### config.mk
export PLATFORM = sky130hd
export DESIGN_NAME = unsigned_oversample_expander
export DESIGN_NICKNAME = d
export VERILOG_FILES = /design/src/rtl/numbers_pkg.sv /design/src/rtl/unsigned_rhte_shift.sv /design/src/rtl/unsigned_oversample_expander.sv
export SDC_FILE = /design/constraint.sdc
export NUM_CORES = 1
export LEC_CHECK = 0
export ABC_AREA = 1
export CAP_MARGIN = 30
export CORE_MARGIN = 1
export CORE_UTILIZATION = 55
export DETAILED_ROUTE_END_ITERATION = 12
export MAX_ROUTING_LAYER = met4
export PLACE_DENSITY = 0.91
export SYNTH_ARGS = -nofsm -noshare
export SYNTH_HDL_FRONTEND = slang
export SYNTH_SLANG_ARGS = --single-unit
### constraint.sdc
create_clock -name clk -period 2.5 [get_ports clk]
set_input_delay 0.25 -clock clk [delete_from_list [all_inputs] [get_ports clk]]
set_output_delay 0.25 -clock clk [all_outputs]
set_load 0.02 [all_outputs]
### src/rtl/numbers_pkg.sv
`default_nettype none
// ============================================================================
//  Module      : numbers_pkg
//  Description : Shared width/shift arithmetic and rounding helpers used by
//                width-change blocks.
//  Revision    : 1.0 - initial release
// ============================================================================
package numbers_pkg;

   // Widest dropped-bit field the half-LSB helper can describe
   localparam int MAX_MASK_WIDTH = 64;

   // Width of an accumulator holding 2^avg_log2 samples of width data_in
   function automatic int sum_width(input int data_in, input int avg_log2);
      return data_in + avg_log2;
   endfunction

   // Signed alignment shift from the accumulator to the output format
   function automatic int shift_amt(input int data_in, input int data_out, input int avg_log2);
      return (data_out - data_in) - avg_log2;
   endfunction

   // Pattern equal to exactly one half LSB of the kept field, given the
   // number of dropped bits (caller truncates to the dropped width)
   function automatic logic [MAX_MASK_WIDTH-1:0] half_lsb_mask(input int drop);
      return (drop > 0) ? (64'd1 << (drop - 1)) : 64'd0;
   endfunction

endpackage
`default_nettype wire

### src/rtl/unsigned_rhte_shift.sv
`default_nettype none
// ============================================================================
//  Module      : unsigned_rhte_shift
//  Description : Combinational unsigned rescale. Left shift with zero fill,
//                or right shift with round-half-to-even; saturates to all
//                ones if the result does not fit WIDTH_OUT.
//  Revision    : 1.0 - initial release
// ============================================================================
module unsigned_rhte_shift
   import numbers_pkg::*;
#(
   parameter int WIDTH_IN  = 10,
   parameter int WIDTH_OUT = 12,
   parameter int SHIFT     = 2
) (
   input  logic [WIDTH_IN-1:0]  i_data,
   output logic [WIDTH_OUT-1:0] o_data
);

   localparam int C_DROP = (SHIFT < 0) ? -SHIFT : 0;
   localparam int C_KEEP = (SHIFT < 0) ? (WIDTH_IN - C_DROP) : (WIDTH_IN + SHIFT);
   // One spare bit catches the carry out of rounding
   localparam int C_RW   = C_KEEP + 1;

   logic [C_RW-1:0] w_rounded;

   if (C_KEEP < 1 || C_DROP > MAX_MASK_WIDTH) begin : g_param_check
      $error("unsigned_rhte_shift: right shift drops every input bit or exceeds mask width");
   end

   if (SHIFT >= 0) begin : g_left
      assign w_rounded = C_RW'(i_data) << SHIFT;
   end else begin : g_right
      logic [C_KEEP-1:0] w_kept;
      logic [C_DROP-1:0] w_drop;
      logic [C_DROP-1:0] w_half;
      logic              w_round_up;

      assign w_kept     = i_data[WIDTH_IN-1:C_DROP];
      assign w_drop     = i_data[C_DROP-1:0];
      assign w_half     = C_DROP'(half_lsb_mask(C_DROP));
      // Above half always rounds up; exactly half rounds toward the even neighbour
      assign w_round_up = (w_drop > w_half) || ((w_drop == w_half) && w_kept[0]);
      assign w_rounded  = {1'b0, w_kept} + C_RW'(w_round_up);
   end

   if (C_RW > WIDTH_OUT) begin : g_sat
      assign o_data = (|w_rounded[C_RW-1:WIDTH_OUT]) ? {WIDTH_OUT{1'b1}}
                                                     : w_rounded[WIDTH_OUT-1:0];
   end else begin : g_ext
      assign o_data = WIDTH_OUT'(w_rounded);
   end

endmodule
`default_nettype wire

### src/rtl/unsigned_oversample_expander.sv
`default_nettype none
// ============================================================================
//  Module      : unsigned_oversample_expander
//  Description : Averages blocks of 2^AVG_LOG2 narrow unsigned samples and
//                emits one wider unsigned fixed-point result per block,
//                recovering sub-LSB precision. Valid/ready on both sides.
//  Revision    : 1.0 - initial release
// ============================================================================
module unsigned_oversample_expander
   import numbers_pkg::*;
#(
   parameter int DATA_WIDTH_IN  = 8,
   parameter int DATA_WIDTH_OUT = 12,
   parameter int AVG_LOG2       = 2
) (
   input  logic                      clk,
   input  logic                      rst,
   input  logic                      clear,
   input  logic                      s_valid,
   output logic                      s_ready,
   input  logic [DATA_WIDTH_IN-1:0]  s_data,
   output logic                      m_valid,
   input  logic                      m_ready,
   output logic [DATA_WIDTH_OUT-1:0] m_data,
   output logic                      m_count_err
);

   localparam int C_SUM_WIDTH = sum_width(DATA_WIDTH_IN, AVG_LOG2);
   localparam int C_SHIFT     = shift_amt(DATA_WIDTH_IN, DATA_WIDTH_OUT, AVG_LOG2);

   if (DATA_WIDTH_IN <= 0 || DATA_WIDTH_OUT < DATA_WIDTH_IN ||
       AVG_LOG2 < 0 || AVG_LOG2 > 16) begin : g_param_check
      $error("unsigned_oversample_expander: illegal parameter combination");
   end

   logic [C_SUM_WIDTH-1:0]    acc_q, acc_d;
   logic                      m_valid_q, m_valid_d;
   logic [DATA_WIDTH_OUT-1:0] m_data_q, m_data_d;
   logic                      count_err_q, count_err_d;

   logic                      w_s_ready;
   logic                      w_xfer;
   logic                      w_cnt_last;
   logic                      w_cnt_nz;
   logic                      w_last_xfer;
   logic [C_SUM_WIDTH-1:0]    w_sum;
   logic [DATA_WIDTH_OUT-1:0] w_result;

   // Input only stalls while a finished result is still waiting downstream
   assign w_s_ready   = !m_valid_q || m_ready;
   // A sample presented alongside clear is discarded, not accumulated
   assign w_xfer      = s_valid && w_s_ready && !clear;
   assign w_last_xfer = w_xfer && w_cnt_last;
   assign w_sum       = acc_q + C_SUM_WIDTH'(s_data);

   if (AVG_LOG2 > 0) begin : g_cnt
      logic [AVG_LOG2-1:0] cnt_q, cnt_d;

      // Sample position within the block; wraps naturally after the last one
      always_comb begin
         cnt_d = cnt_q;
         if (clear) begin
            cnt_d = '0;
         end else if (w_xfer) begin
            cnt_d = cnt_q + AVG_LOG2'(1);
         end
      end

      // Counter register
      always_ff @(posedge clk) begin
         if (rst) cnt_q <= '0;
         else     cnt_q <= cnt_d;
      end

      assign w_cnt_last = &cnt_q;
      assign w_cnt_nz   = |cnt_q;
   end else begin : g_no_cnt
      assign w_cnt_last = 1'b1;
      assign w_cnt_nz   = 1'b0;
   end

   unsigned_rhte_shift #(
      .WIDTH_IN  (C_SUM_WIDTH),
      .WIDTH_OUT (DATA_WIDTH_OUT),
      .SHIFT     (C_SHIFT)
   ) u_rescale (
      .i_data (w_sum),
      .o_data (w_result)
   );

   // Accumulate, close blocks into the output register, and flag discards
   always_comb begin
      acc_d       = acc_q;
      m_valid_d   = m_valid_q;
      m_data_d    = m_data_q;
      count_err_d = 1'b0;
      if (clear) begin
         acc_d       = '0;
         count_err_d = w_cnt_nz || (s_valid && w_s_ready);
      end else if (w_xfer) begin
         acc_d = w_cnt_last ? '0 : w_sum;
      end
      if (w_last_xfer) begin
         m_valid_d = 1'b1;
         m_data_d  = w_result;
      end else if (m_ready) begin
         m_valid_d = 1'b0;
      end
   end

   // State registers; reset drops any pending result
   always_ff @(posedge clk) begin
      if (rst) begin
         acc_q       <= '0;
         m_valid_q   <= 1'b0;
         m_data_q    <= '0;
         count_err_q <= 1'b0;
      end else begin
         acc_q       <= acc_d;
         m_valid_q   <= m_valid_d;
         m_data_q    <= m_data_d;
         count_err_q <= count_err_d;
      end
   end

   assign s_ready     = w_s_ready;
   assign m_valid     = m_valid_q;
   assign m_data      = m_data_q;
   assign m_count_err = count_err_q;

endmodule
`default_nettype wire

==> impl_results.md, run 1 <==
- Yosys warns: 0
- Top post-synthesis cells by area: dfxtp_1, nand2_1, ha_1
- Cell Int Power: 524.3 uW
- Post-route ant nets: 0
- Largest net degree at the start of global routing: 17
- Initial Utilization: 57.95%
- CTS tree: built
- CTS resizes: 0
- CTS HTree Levels: 1
- Global Route Usage Sum: 23.08%
- Vias in the first global route: 1104
- Via/cell ratio: 5.124
- Antenna cells: 0
- Power Density: 414.6 nW/um^2
- Clk_skew: 0.001646 ns
- Total setup buffers inserted after CTS: 0
- Slew Viols, Final: 0
- CP startpoint kind: primary input
- Max-Cap Viols: 0
- Routability cong.: 0.8788
- Global route total overflow: 0
- Cell variety after synth: 31
- Net Sw Frac: 26.06%
- CP Capture Type: flip-flop
- Fin crit period: 1.819 ns
- Final period util: 72.75%
- Maximum fanout along the worst path: 3
- Initial antenna violation count: 0
- DR DRC count: 0
- Layout cells sized above 1: 8.182%
- WP data arrival: 2.05 ns
- Synth Flop Type: dfxtp_1
- GR peak layer: met2
- First-pass GRT wire length: 4588 um
- Grt met1 use: 26.68%
- Die H: 52.86 um
- Most numerous cell in the Yosys netlist: nand2_1
- Syn avg cell area: 7.333 sq um
- Clock Tree Buf Depth: 2
- Post-synth top area share: 33.77%
- Root Driver: clkbuf_4
- Count of final hold-check violations: 0
- WP data required: 2.73 ns
- Netlist Area Pre-Place: 1423 sq um
- EDFF count, synth: 0
- Layout area overhead: 20.23%
- Setup_tns: 0 ns
- Die ar.: 2794 sq um
- Critical path type: primary input to flip-flop
- Layout Nets: 245
- Total net switching power: 184.8 uW
- DR WL/cell: 11.10 um
- Unrepaired setup endpoints after global routing: false
- HPWL Detailed: 2149 um
- Worst vdd ir: 482.5 uV
- Register area share after synthesis: 33.77%
- I/O pin count: 28
- Logic pwr share: 15.9%
- Met3 usage: 5.172%
- Hold slack: 0.4806 ns
- Flops & latches, synth: 24
- Clock sink count: 24
- Power share of the sequential group: 55.2%
- Hold_buf cts: 0
- Vias: 1281
- 1st-pass router iterations: 4
- Ys async rst share: 0%
- Die width: 52.86 um
- Iter 0 DRT Violations: 31
- Num rows: 18
- Outcome: complete, no violations
- P_leak: 0.7949 nW
- CORE AREA: 2455 sq um
- Worst-path clk slew: 0.13 ns
- Highest clock rate: 0.5498 GHz
- Final-report setup violation count: 0
- Clock network power share: 28.9%
- M2 GR Usage: 40.30%
- Synth Instances: 194
- Total Wirelength: 2774 um
- CTS Buf Count: 3
- Synth cell count leaders: nand2_1, dfxtp_1, inv_1
- Yosys top cell by area: dfxtp_1
- I/O Buffers: 25
- Clk_lat worst skew: 0.31 ns
- Worst Hold Class: flip-flop to flip-flop
## per-layer routing
metal  up-vias  routed length, um
met2        40               1365
met3         6                134
met4         0                 46
met1       570               1226
li1        665                  -
met5         -                  0
## worst paths after layout
check	endpoint	slack, ns	cells after the start	from
setup / recovery	m_data[8]$_SDFFE_PP0P_	0.68	11	s_data[0]
hold / removal	m_data[2]$_SDFFE_PP0P_	0.48	2	m_data[2]$_SDFFE_PP0P_
setup reg to reg	m_data[8]$_SDFFE_PP0P_	0.73	10	acc_q[0]$_SDFFE_PP0P_
hold reg to reg	m_data[2]$_SDFFE_PP0P_	0.48	2	m_data[2]$_SDFFE_PP0P_
## kinds of logic (layout without fill, tap and decap cells)
family | Yosys count | in the layout | synth area share (%)
compound gates | 36 | 36 | 16.01
xor+xnor | 3 | 3 | 1.847
fa+ha+maj | 11 | 11 | 10.20
buf+inv | 31 | 56 | 10.29
flops | 24 | 24 | 33.77
other cells | 1 | 2 | 0.2636
simple gates | 88 | 88 | 27.62
## through the flow
| step | total power [mW] | instance area [sq um] | setup WS [ns] | std cells | util, % |
|---|---|---|---|---|---|
| 3_3_place_gp | 0.5098 | 1674 | 0.4077 | 246 | 68.20 |
| 6_report | 0.7090 | 1710 | 0.6812 | 250 | 69.67 |
| 3_5_place_dp | 0.5120 | 1674 | 0.3495 | 246 | 68.20 |
| 4_1_cts | 0.7176 | 1710 | 0.6885 | 250 | 69.67 |
| 2_1_floorplan | 0.4735 | 1426 | 0.8939 | 195 | - |
| 5_1_grt | 0.7440 | 1710 | 0.5755 | 250 | 69.67 |
## placed cells by master (no fill, tap or decap), types with 2 or more instances in the layout
| cell type | netlist | final |
|---|---|---|
| nand3_1 | 10 | 10 |
| inv_2 | 2 | 2 |
| a21oi_1 | 18 | 18 |
| a21oi_2 | 2 | 2 |
| nor2_1 | 12 | 12 |
| o21ai_1 | 3 | 3 |
| ha_1 | 10 | 10 |
| xor2_1 | 2 | 2 |
| clkbuf_4 | 0 | 3 |
| nand2_2 | 2 | 2 |
| o21ai_2 | 2 | 2 |
| nand2_4 | 3 | 3 |
| conb_1 | 1 | 2 |
| o21ai_0 | 2 | 2 |
| o21a_1 | 5 | 5 |
| inv_1 | 23 | 23 |
| clkdlybuf4s50_1 | 0 | 25 |
| dfxtp_1 | 24 | 24 |
| nand2_1 | 58 | 58 |
## state kept, by name, summed over array words and instances (netlist names)
| register | flops |
|---|---|
| m_count_err | 1 |
| acc_q | 10 |
| g_cnt.cnt_q | 2 |
| m_valid | 1 |
| m_data | 10 |
## power groups by stage
stage | Combinational, mW | Sequential [mW] | Clock [mW]
floorplan | 0.0727 | 0.401 | 0
global placement | 0.110 | 0.400 | 0
detailed placement | 0.112 | 0.400 | 0
CTS | 0.113 | 0.391 | 0.213
global route | 0.125 | 0.392 | 0.227
finish | 0.113 | 0.391 | 0.205
## worst max-delay path, cell delays in order
cell,delay (ns)
clkdlybuf4s50_1,0.46
ha_1,0.16
inv_1,0.09
fa_1,0.44
o21ai_2,0.23
nand2_1,0.10
nand2_1,0.06
nand2_1,0.06
nand2_1,0.06
a21o_1,0.10
inv_1,0.03
## cell type report
class / instances / area [sq um]
clock buffers: 4 / 36.28
fillers: 207 / 744.5
inverters: 27 / 106.4
multi-input cells: 140 / 799.5
flip-flops and latches: 24 / 480.5
well taps: 30 / 37.54
repair buffers: 25 / 250.2
Power figures use the tool's default switching activity.
==> run 2, diff against run 1 <==
--- a/config.mk
+++ b/config.mk
@@ -8,10 +8,10 @@
 export ABC_AREA = 1
 export CAP_MARGIN = 30
 export CORE_MARGIN = 1
-export CORE_UTILIZATION = 55
+export CORE_UTILIZATION = 46
 export DETAILED_ROUTE_END_ITERATION = 12
 export MAX_ROUTING_LAYER = met4
-export PLACE_DENSITY = 0.91
+export PLACE_DENSITY = 0.82
 export SYNTH_ARGS = -nofsm -noshare
 export SYNTH_HDL_FRONTEND = slang
 export SYNTH_SLANG_ARGS = --single-unit
==> constraint.sdc (replaced) <==
create_clock -name clk -period 1.6 [get_ports clk]
set_input_delay 0.16 -clock clk [delete_from_list [all_inputs] [get_ports clk]]
set_output_delay 0.16 -clock clk [all_outputs]
set_load 0.02 [all_outputs]
==> run 2 against run 1 <==
Highest routed layer unchanged. Global-route usage down 2.4 points. The run now ends with design-rule violations, negative setup slack left. Register-to-register slack worse by 0.74 ns. Hold slack got worse by 0.15 ns. Critical endpoint is now acc_q[4]$_SDFFE_PP0P_. Critical path depth shrank 4. Setup slack worse by 0.69 ns. Combinational power rose by 90%. Final cell count grew 4.8%.
==> impl_results.md, run 2 (same netlist as run 1, synthesis figures left out) <==
- Outcome: finished, violations left
- Violated checks: design-rule violations, negative setup slack
- Core Util, Final: 66.32%
- Hold slack: 0.3334 ns
- Logic pwr share: 16.8%
- Highest clock rate: 0.6211 GHz
- CTS HTree Levels: 1
- CP bufs+invs: 1
- Vias in the first global route: 1255
- First-pass GRT wire length: 5175 um
- HPWL Detailed: 2299 um
- Die width: 57.61 um
- Unrepaired setup endpoints after global routing: true
- Worst vdd ir: 826.3 uV
- Routability cong.: 0.8519
- Worst-path clk slew: 0.15 ns
- Max-Cap Viols: 0
- CORE AREA: 2853 sq um
- Final-layout fill cell count: 254
- PnR worst setup slack: -0.01010 ns
- Layout Nets: 256
- Cell type group with the largest total delay on the critical path: adder cells
- Power share of the sequential group: 48.0%
- Global Route Usage Sum: 20.64%
- CP max-delay cell: fa_2
- Net Sw Frac: 24.85%
- Via/cell ratio: 4.935
- Total net switching power: 317.4 uW
- Layout area overhead: 32.98%
- Slew Viols, Final: 0
- Die ar.: 3319 sq um
- CP Capture Type: flip-flop
- CP peak stage delay: 0.42 ns
- Count of final hold-check violations: 0
- I/O pin count: 28
- Iter 0 DRT Violations: 40
- Clk_skew: 0.02277 ns
- Global route total overflow: 0
- Power Density: 675.2 nW/um^2
- I/O Buffers: 25
- Register area: 481.7 sq um
- Placed Cells: 258
- Cell Int Power: 959.9 uW
- Clk_lat worst skew: 0.33 ns
- CTS Buf Count: 3
- Setup_tns: -0.01010 ns
- CP startpoint kind: flip-flop
- DR WL/cell: 11.81 um
- Final period util: 100.6%
- CTS tree: built
- Initial antenna violation count: 0
- Worst Hold Class: primary input to flip-flop
- Largest net degree at the start of global routing: 17
- P_leak: 0.8626 nW
- Clock network power share: 35.2%
- Total Wirelength: 3095 um
- DR DRC count: 2
- Clock Tree Buf Depth: 2
- WP data required: 1.88 ns
- 1st-pass router iterations: 8
- Layout cells sized above 1: 18.18%
- WP data arrival: 1.89 ns
- Hold_buf cts: 0
- Commonest non-fill, non-tap cell in the layout: nand2_1
- Critical Path, Cell by Cell: ha_4 > inv_2 > fa_2 > o21ai_4 > xor2_1 > nand2_1 > a21oi_1
- Num rows: 19
- Post-route ant nets: 0
- Multi-input logic area: 877.1 sq um
- Maximum fanout along the worst path: 3
- Vias: 1293
- Most frequent cells in the layout: nand2_1, clkdlybuf4s50_1, dfxtp_1, inv_1, a21oi_1
- Die H: 57.61 um
- Final std cells w/o fill: 262
- Final-report setup violation count: 1
- Root Driver: clkbuf_4
- Critical path type: flip-flop to flip-flop
- Clock sink count: 24
- Tot Pwr: 1.277 mW
- Fin crit period: 1.610 ns
- Initial Utilization: 49.87%
- Antenna cells: 0
==> run 2: final cells by class <==
cell class                 count  area share, %
tap                           31          2.050
timing repair buffer          36          17.72
clock inverter                 1          1.587
inverter                      27          5.622
sequential                    24          25.46
clock buffer                   3          1.190
multi-input combinational    140          46.36
==> run 2: worst register-to-register path: cells and delay by family, from the launching register on <==
kind                     cells  cell delay (ns)
AO/OA/AOI/OAI                2             0.29
XOR/XNOR                     1             0.24
flip-flops                   1             0.38
AND/OR/NAND/NOR              1             0.08
buffers and inverters        1             0.04
adder cells (fa/ha/maj)      2             0.55
==> run 2: final timing paths <==
kind                                               end  cells past startpoint             startpoint  slack (ns)
worst max-delay path             acc_q[4]$_SDFFE_PP0P_                      7  acc_q[0]$_SDFFE_PP0P_       -0.01
worst min-delay path            m_data[2]$_SDFFE_PP0P_                      4              s_data[0]        0.33
worst max register to register   acc_q[4]$_SDFFE_PP0P_                      7  acc_q[0]$_SDFFE_PP0P_       -0.01
worst min register to register   acc_q[3]$_SDFFE_PP0P_                      2  acc_q[3]$_SDFFE_PP0P_        0.48
==> run 2: what timing repair did <==
item / 4_1_cts / 5_1_grt
resized for setup: 4 / 13
gates cloned: 0 / 0
endpoints found under the setup margin: 6 / 13
endpoints found under the hold margin: 0 / 0
pin swaps: 2 / 6
setup buffers: 0 / 0
==> run 2: power by group through the flow <==
stage          combinational (mW)  clock [mW]  sequential (mW)
5_1_grt                     0.233       0.485            0.614
4_1_cts                     0.200       0.462            0.612
3_5_place_dp                0.196           0            0.625
3_3_place_gp                0.193           0            0.624
2_1_floorplan               0.114           0            0.626
6_report                    0.215       0.449            0.613
==> run 2: metrics by stage <==
stage / instance area (sq um) / worst slack, ns
after global routing: 1892 / -0.08511
after detailed placement: 1758 / -0.4135
after CTS: 1826 / -0.01389
after floorplan: 1426 / 0.01905
final: 1892 / -0.01010
after global placement: 1758 / -0.3582
==> run 2: metal layers <==
metal  share of wire (%)  wire length, um  GRT usage (%)  vias up
met5                   0                0              -        -
met4                0.42               13          5.923        0
met3                 3.1               96          5.134        2
met2                  52             1615          37.54       21
met1                  44             1370          22.05      578
li1                    -                -              -      692
